## config.mk

```make
export PLATFORM = sky130hd
export DESIGN_NAME = capture_ctrl
export DESIGN_NICKNAME = d
export VERILOG_FILES = /design/src/rtl/capture_ctrl.sv
export SDC_FILE = /design/constraint.sdc
export NUM_CORES = 1
export LEC_CHECK = 0
export BUFFER_PORTS_ARGS = -buffer_cell sky130_fd_sc_hd__buf_4
export CORE_MARGIN = 2
export CORE_UTILIZATION = 43
export DETAILED_ROUTE_END_ITERATION = 16
export GPL_TIMING_DRIVEN = 0
export HOLD_SLACK_MARGIN = 0.02
export PLACE_DENSITY_LB_ADDON = 0.25
export SLEW_MARGIN = 25
export SYNTH_ARGS = -nofsm -noshare
export SYNTH_HDL_FRONTEND = slang
export SYNTH_SLANG_ARGS = --single-unit
export TNS_END_PERCENT = 100
```

## constraint.sdc

```tcl
create_clock -name rclk -period 2.7 [get_ports rclk]
set_input_delay 0.54 -clock rclk [delete_from_list [all_inputs] [get_ports rclk]]
set_output_delay 0.54 -clock rclk [all_outputs]
set_load 0.005 [all_outputs]
```

## src/rtl/capture_ctrl.sv

```systemverilog
// Trigger/capture sequencer: writes a strobed sample stream into a
// circular RAM buffer and stops a programmed count after the trigger.
module capture_ctrl #(
  parameter int DEPTH = 512,
  parameter int DW    = 8,
  localparam int AW   = $clog2(DEPTH)
) (
  input  logic          rclk,
  input  logic          rst,
  input  logic          arm,
  input  logic          smpl_vld,
  input  logic [DW-1:0] smpl,
  input  logic [DW-1:0] trig_lvl,
  input  logic          trig_rise,
  input  logic [AW-1:0] post_cnt,
  output logic          en,
  output logic          we,
  output logic [AW-1:0] addr,
  output logic [DW-1:0] wdata,
  output logic          busy,
  output logic          done,
  output logic [AW-1:0] trig_addr,
  output logic [AW-1:0] start_addr
);

  typedef enum logic [2:0] {
    S_IDLE,
    S_PRE,
    S_WAIT,
    S_POST,
    S_DONE
  } state_t;

  state_t        state;
  logic [AW-1:0] wp;
  logic [AW-1:0] cnt;
  logic [AW-1:0] rem;
  logic [AW-1:0] post_l;
  logic [DW-1:0] prev;
  logic          prev_vld;

  logic          capt;
  logic          acc;
  logic          hit;
  logic [AW-1:0] wp_nx;
  logic [AW-1:0] cnt_nx;
  logic [AW-1:0] pre_depth;

  assign capt = (state == S_PRE) || (state == S_WAIT) ||
                (state == S_POST);
  // arm has priority: a sample strobed with arm is dropped
  assign acc    = smpl_vld & ~arm & capt;
  assign wp_nx  = wp + 1'b1;
  assign cnt_nx = cnt + 1'b1;
  // DEPTH is a power of two, so DEPTH - post_l wraps to this
  assign pre_depth = '0 - post_l;

  always_comb begin
    hit = 1'b0;
    if (prev_vld) begin
      if (trig_rise)
        hit = (prev < trig_lvl) && (smpl >= trig_lvl);
      else
        hit = (prev >= trig_lvl) && (smpl < trig_lvl);
    end
  end

  always_ff @(posedge rclk or posedge rst) begin
    if (rst) begin
      state      <= S_IDLE;
      en         <= 1'b0;
      we         <= 1'b0;
      addr       <= '0;
      wdata      <= '0;
      busy       <= 1'b0;
      done       <= 1'b0;
      trig_addr  <= '0;
      start_addr <= '0;
      wp         <= '0;
      cnt        <= '0;
      rem        <= '0;
      post_l     <= AW'(1);
      prev       <= '0;
      prev_vld   <= 1'b0;
    end else begin
      en <= acc;
      we <= acc;
      if (acc) begin
        addr     <= wp;
        wdata    <= smpl;
        wp       <= wp_nx;
        prev     <= smpl;
        prev_vld <= 1'b1;
      end
      if (arm) begin
        post_l   <= (post_cnt == '0) ? AW'(1) : post_cnt;
        cnt      <= '0;
        rem      <= '0;
        prev_vld <= 1'b0;
        done     <= 1'b0;
        busy     <= 1'b1;
        state    <= S_PRE;
      end else if (acc) begin
        case (state)
          S_PRE: begin
            cnt <= cnt_nx;
            if (cnt_nx == pre_depth)
              state <= S_WAIT;
          end
          S_WAIT: begin
            if (hit) begin
              trig_addr <= wp;
              if (post_l == AW'(1)) begin
                state      <= S_DONE;
                busy       <= 1'b0;
                done       <= 1'b1;
                start_addr <= wp_nx;
              end else begin
                rem   <= post_l - 1'b1;
                state <= S_POST;
              end
            end
          end
          S_POST: begin
            rem <= rem - 1'b1;
            if (rem == AW'(1)) begin
              state      <= S_DONE;
              busy       <= 1'b0;
              done       <= 1'b1;
              start_addr <= wp_nx;
            end
          end
          default: ;
        endcase
      end
    end
  end

endmodule

```

### Word level (Yosys, flattened, before mapping)

Index checks and enable logic that the tools add are counted.

* logic and storage cells: 91
* register bits after elaboration: 78
* output and inout bits: 39

* eq/ne operators: 14
* multiplexer cells: 36
* add/subtract/negate cells: 5
* bitwise logic cells: 3
* order comparisons: 4
* reductions and logical operators: 16

Operators by type and width (number)
* two-way mux 9 bit: 11
* case mux 9 bit (2 select lines): 2
* adder 9 x 1 -> 9 bit, second input constant: 2
* equality test 9 x 1 -> 1 bit, second input constant: 2
* two-way mux 3 bit: 6
* subtractor 9 x 1 -> 9 bit, second input constant: 2
* >= comparator 8 bit: 2
* < comparator 8 bit: 2
* two-way mux 1 bit: 14
* AND reduction 5 bit: 2
* equality test 9 bit: 1
* logical NOT 9 bit: 1
* inequality test 3 x 2 -> 1 bit, second input constant: 3
* case mux 3 bit (3 select lines): 1
* subtractor 1 x 9 -> 9 bit, first input constant: 1
* AND reduction 4 bit: 2
* equality test 3 x 2 -> 1 bit, second input constant: 2
* inequality test 3 bit, second input constant: 2
* AND reduction 6 bit: 1
* nonzero test 2 bit: 3
* inequality test 2 x 1 -> 1 bit, second input constant: 2
* case mux 1 bit (2 select lines): 2
* nonzero test 4 bit: 1
* equality test 3 x 1 -> 1 bit, second input constant: 1
* 7 further kinds: 10

### Longest topological paths before layout

* depth in word-level cells: 8
* depth in mapped cells: 11
* gate-level depth less buffers: 10

### Worst setup path before layout

OpenSTA, ideal clock, no wires.

* kind: input-to-reg
* start: in trig_lvl[1]
* end: reg start_addr[3]
* setup time: 0.128 ns
* path slack: -0.121 ns
* data required time: 2.572 ns
* arrival time: 2.694 ns
* cell stages on the path: 11
* buffers on the path: 1
* cells stage by stage: inv_1 -> ha_1 -> nor2b_4 -> o211ai_2 -> a21oi_1 -> or3b_1 -> o22a_1 -> o21ai_0 -> nand2_1 -> buf_2 -> mux2_1

* cells in the longest elaborated chain, start to end: 6
* elaborated cells on any way between the ends: 10
* classes of those cells: order compare (4); eq/ne (1); mux (2); reduce/logical (3)

Ends and longest elaborated chain
* start, declared: RTL line 13 `input logic [DW-1:0] trig_lvl,`
* >= comparator 8 bit (tied with other cells): RTL line 64 `hit = (prev >= trig_lvl) && (smpl < trig_lvl);`
* logical AND 1 bit (on tied branches): RTL line 64, 62
* two-way mux 1 bit *: RTL line 61 `if (trig_rise)`
* two-way mux 1 bit *: RTL line 60 `if (prev_vld) begin`
* inequality test 2 bit (no source line) *
* AND reduction 6 bit (no source line) *
* end signal, assigned: RTL line 117 `start_addr <= wp_nx;`
* end signal, assigned: RTL line 130 `start_addr <= wp_nx;`
* end, declared: RTL line 23 `output logic [AW-1:0] start_addr`

Every way passes the cells marked *; elsewhere a longest branch is shown, timed or not.
A chain may end at the register's enable or synchronous reset.

### Worst setup path in the final report

* start: reg prev[1]
* end: reg rem[2]

* cells in the longest elaborated chain, start to end: 6
* elaborated cells on any way between the ends: 8
* classes of those cells: order compare (2); eq/ne (1); mux (2); reduce/logical (3)

Ends and longest elaborated chain
* start, declared: RTL line 39 `logic [DW-1:0] prev;`
* start signal, assigned: RTL line 92 `prev <= smpl;`
* >= comparator 8 bit / < comparator 8 bit (equally long branches): RTL line 64, 62
* logical AND 1 bit (on tied branches): RTL line 64, 62
* two-way mux 1 bit *: RTL line 61
* two-way mux 1 bit *: RTL line 60
* inequality test 3 bit (no source line) *
* AND reduction 4 bit (no source line) *
* end signal, assigned: RTL line 119 `rem <= post_l - 1'b1;`
* end signal, assigned: RTL line 125 `rem <= rem - 1'b1;`
* end, declared: RTL line 37 `logic [AW-1:0] rem;`

Marked as above.

==> results.json <==
{
  "fill_cells": 869,
  "layout.nets": 553,
  "totalWireLength_mm": 9.76,
  "instances_no_fill": 638,
  "rsz0062_at_grt": "yes",
  "swShare_pct": 29.9,
  "ys_top_cells_by_area": "dfrtp_1 (45%), mux2_2 (10%), ha_1 (6.7%)",
  "synth-async-reset-ratio_pct": 100,
  "p_per_area_mw_per_mm2": 568,
  "power_frac_comb_pct": 23.4,
  "die_height_um": 104,
  "ant_nets": 0,
  "htree_levels": 3,
  "routedWlPerCell_um": 15.3,
  "critPathKind": "flip-flop to flip-flop",
  "finalHoldViolCount": 0,
  "die_w_um": 104,
  "clkTransAtPathRegs_ns": 0.08,
  "vias": 3384,
  "antenna_cells": 0,
  "num_io_pins": 69,
  "clock-sinks": 78,
  "layout-drive-gt1-share_pct": 30.1,
  "clk_latency_ns": 0.37,
  "switchingPower_uw": 911,
  "p_int_uw": 2130,
  "crit_buf_inv": 1,
  "synth_seq_cells": 78,
  "cp_top_family": "compound AO/OA/AOI/OAI gates",
  "avgSynthCellArea_um2": 10.5,
  "finalPower_uw": 3040,
  "synth_edf_count": 0,
  "place_ws_ns": -0.416,
  "grt_use_total_pct": 18.5,
  "drtIter0Drc": 136,
  "crit_fanout": 5,
  "setup_violations": 0,
  "clkPwrFrac_pct": 29.6,
  "endpoint_kind": "flip-flop",
  "power.leakage_uw": 0.00248,
  "cp_data_required_time_ns": 2.99,
  "final.min_clock_period_ns": 2.60,
  "cp-start-kind": "flip-flop",
  "dpl.cell_count": 614,
  "peakVddDrop_mv": 0.427,
  "grt_max_degree": 46,
  "r2r_cells": 10,
  "synth.largest_area_cell": "dfrtp_1",
  "setup_ws_ns": 0.0959,
  "syn_inst": 412,
  "row_count": 36,
  "drv_slew": 0,
  "synth_fp_nets": 465,
  "slowest_stage": "dfrtp_1",
  "synth_top_area_share_pct": 44.6,
  "cts_buffer_depth": 2,
  "slowest_delay_ns": 0.41,
  "core_area_mm2": 0.00977,
  "ys_warn_count": 0,
  "post-route-util_pct": 54.8,
  "drc": 0,
  "numCtsBuffers": 9,
  "start_util_pct": 44.2,
  "tns_ns": 0,
  "synth.distinct_cells": 52,
  "syn_area_mm2": 0.00432,
  "drv_cap": 0,
  "antenna_found_initial": 0,
  "hpwl_mm": 7.09,
  "grt_pass1_vias": 3322,
  "grt_pass1_wl_mm": 16.0,
  "area_growth_pct": 24.0,
  "pwr-share-seq_pct": 47.0,
  "layout_worst_path_cycle_share_pct": 96.4,
  "max_freq_mhz": 384,
  "hold_class": "input pin to asynchronous set/reset pin",
  "seq_area_frac_synth_pct": 45.2,
  "clock_skew_ns": 0.0101,
  "gp_congestion": 0.856,
  "overflow": 0,
  "slew_headroom_pct": 53.7,
  "cts-root-buf": "clkbuf_8",
  "cp.arrival_ns": 2.89,
  "tightest_slew_ns": 0.690,
  "dieArea_mm2": 0.0109,
  "portBuffers": 68,
  "hold_buffers": 0,
  "vias_per_cell": 5.30,
  "cts_tree": "yes",
  "cp.depth": 10,
  "dr.pass1.iters": 4,
  "worstPathCellList": "ha_4 > nor2b_4 > o211ai_2 > a21oi_1 > or3b_1 > o22a_2 > o41a_1 > buf_6 > a211o_1 > a21oi_2",
  "run_status": "completed",
  "synth-main-ff-cell": "dfrtp_1"
}
stage by stage:
step | area, um^2 | hold WS [ns]
2_1_floorplan | 4360 | 0.474
3_3_place_gp | 5030 | 0.472
3_5_place_dp | 5060 | 0.472
4_1_cts | 5340 | 0.193
5_1_grt | 5360 | 0.211
6_report | 5360 | 0.190
per-layer routing:
metal | up-vias | share of wire, % | routed length [um] | global-route usage, %
met2 | 99 | 48 | 4700 | 30.4
met3 | 19 | 5.4 | 523 | 3.82
met5 | - | 0 | 0 | 0
met4 | 0 | 2.3 | 227 | 8.49
met1 | 1645 | 44 | 4310 | 23.4
li1 | 1621 | - | - | -
worst paths after layout:
path                         start  slack (ns)  endpoint
min                            rst        0.19      busy
max                        prev[1]         0.1    rem[2]
max in group asynchronous      rst        1.94  state[1]
max reg2reg                prev[1]         0.1    rem[2]
min in group rclk          smpl[0]        0.39   prev[0]
min reg2reg                   busy        0.51      busy
cell usage in the layout (no fill, tap or decap), types with 12 or more instances in the layout:
cell and count:
dfrtp_1 77, mux2_2 40, xnor2_1 31, nand2_1 28
a21oi_1 19, inv_1 17, ha_1 21, clkbuf_1 12
xor2_1 15, nor2_1 29, buf_4 73
cells in the mapped netlist, types with 2 or more instances:
| library cell | count |
|---|---|
| mux2i_1 | 6 |
| a21oi_1 | 22 |
| or3_1 | 9 |
| xnor2_1 | 31 |
| nand3b_1 | 2 |
| o31a_1 | 3 |
| nand2b_1 | 2 |
| ha_1 | 23 |
| nor2b_1 | 4 |
| nand4_1 | 7 |
| nor4_1 | 6 |
| a31oi_1 | 7 |
| inv_1 | 19 |
| and3_1 | 2 |
| nand3_1 | 11 |
| nor2_1 | 30 |
| o31ai_1 | 2 |
| o21a_1 | 2 |
| nand2_1 | 28 |
| dfrtp_1 | 77 |
| nor3_1 | 3 |
| mux2_2 | 40 |
| clkbuf_1 | 12 |
| buf_1 | 3 |
| xor2_1 | 15 |
| and2_1 | 2 |
| a211oi_1 | 3 |
| o21ai_0 | 14 |
| a211o_1 | 4 |
cell type report:
| class | count | area [um^2] | share of cell area [%] |
|---|---|---|---|
| plain buffers | 18 | 81.3 | 1.52 |
| clock buffers | 11 | 141 | 2.64 |
| clock inverters | 5 | 58.8 | 1.10 |
| inverters | 19 | 78.8 | 1.47 |
| multi-input cells | 297 | 2270 | 42.4 |
| flip-flops and latches | 78 | 1950 | 36.5 |
| well taps | 133 | 166 | 3.11 |
| repair buffers | 77 | 607 | 11.3 |
logic make-up after synthesis:
logic type | share of synthesized area, %
and+or+nand+nor | 13.3
DFF | 45.2
AOI/OAI and AO/OA | 9.93
muxes | 12.1
xor gates and xnor gates | 9.33
buffers and inverters | 3.50
adders and majority gates | 6.66
registers in the layout, indices dropped and copies added, names as in the netlist:
signal,cells
addr,9
cnt,9
post_l,9
rem,9
start_addr,9
trig_addr,9
wp,9
prev,8
state,3
busy,1
done,1
prev_vld,1
we,1
power groups by stage:
stage / Clock, uW / Sequential (uW) / Combinational (uW)
detailed placement: 0 / 1460 / 701
finish: 900 / 1430 / 713
global route: 967 / 1460 / 798
global placement: 0 / 1450 / 674
floorplan: 0 / 1430 / 438
CTS: 923 / 1430 / 720
timing repair:
item,4_1_cts,5_1_grt
setup endpoints to repair,20,27
gates cloned,1,0
setup buffers,6,1
pin swaps,13,2
gates resized for setup,9,4
Power figures use the tool's default switching activity.
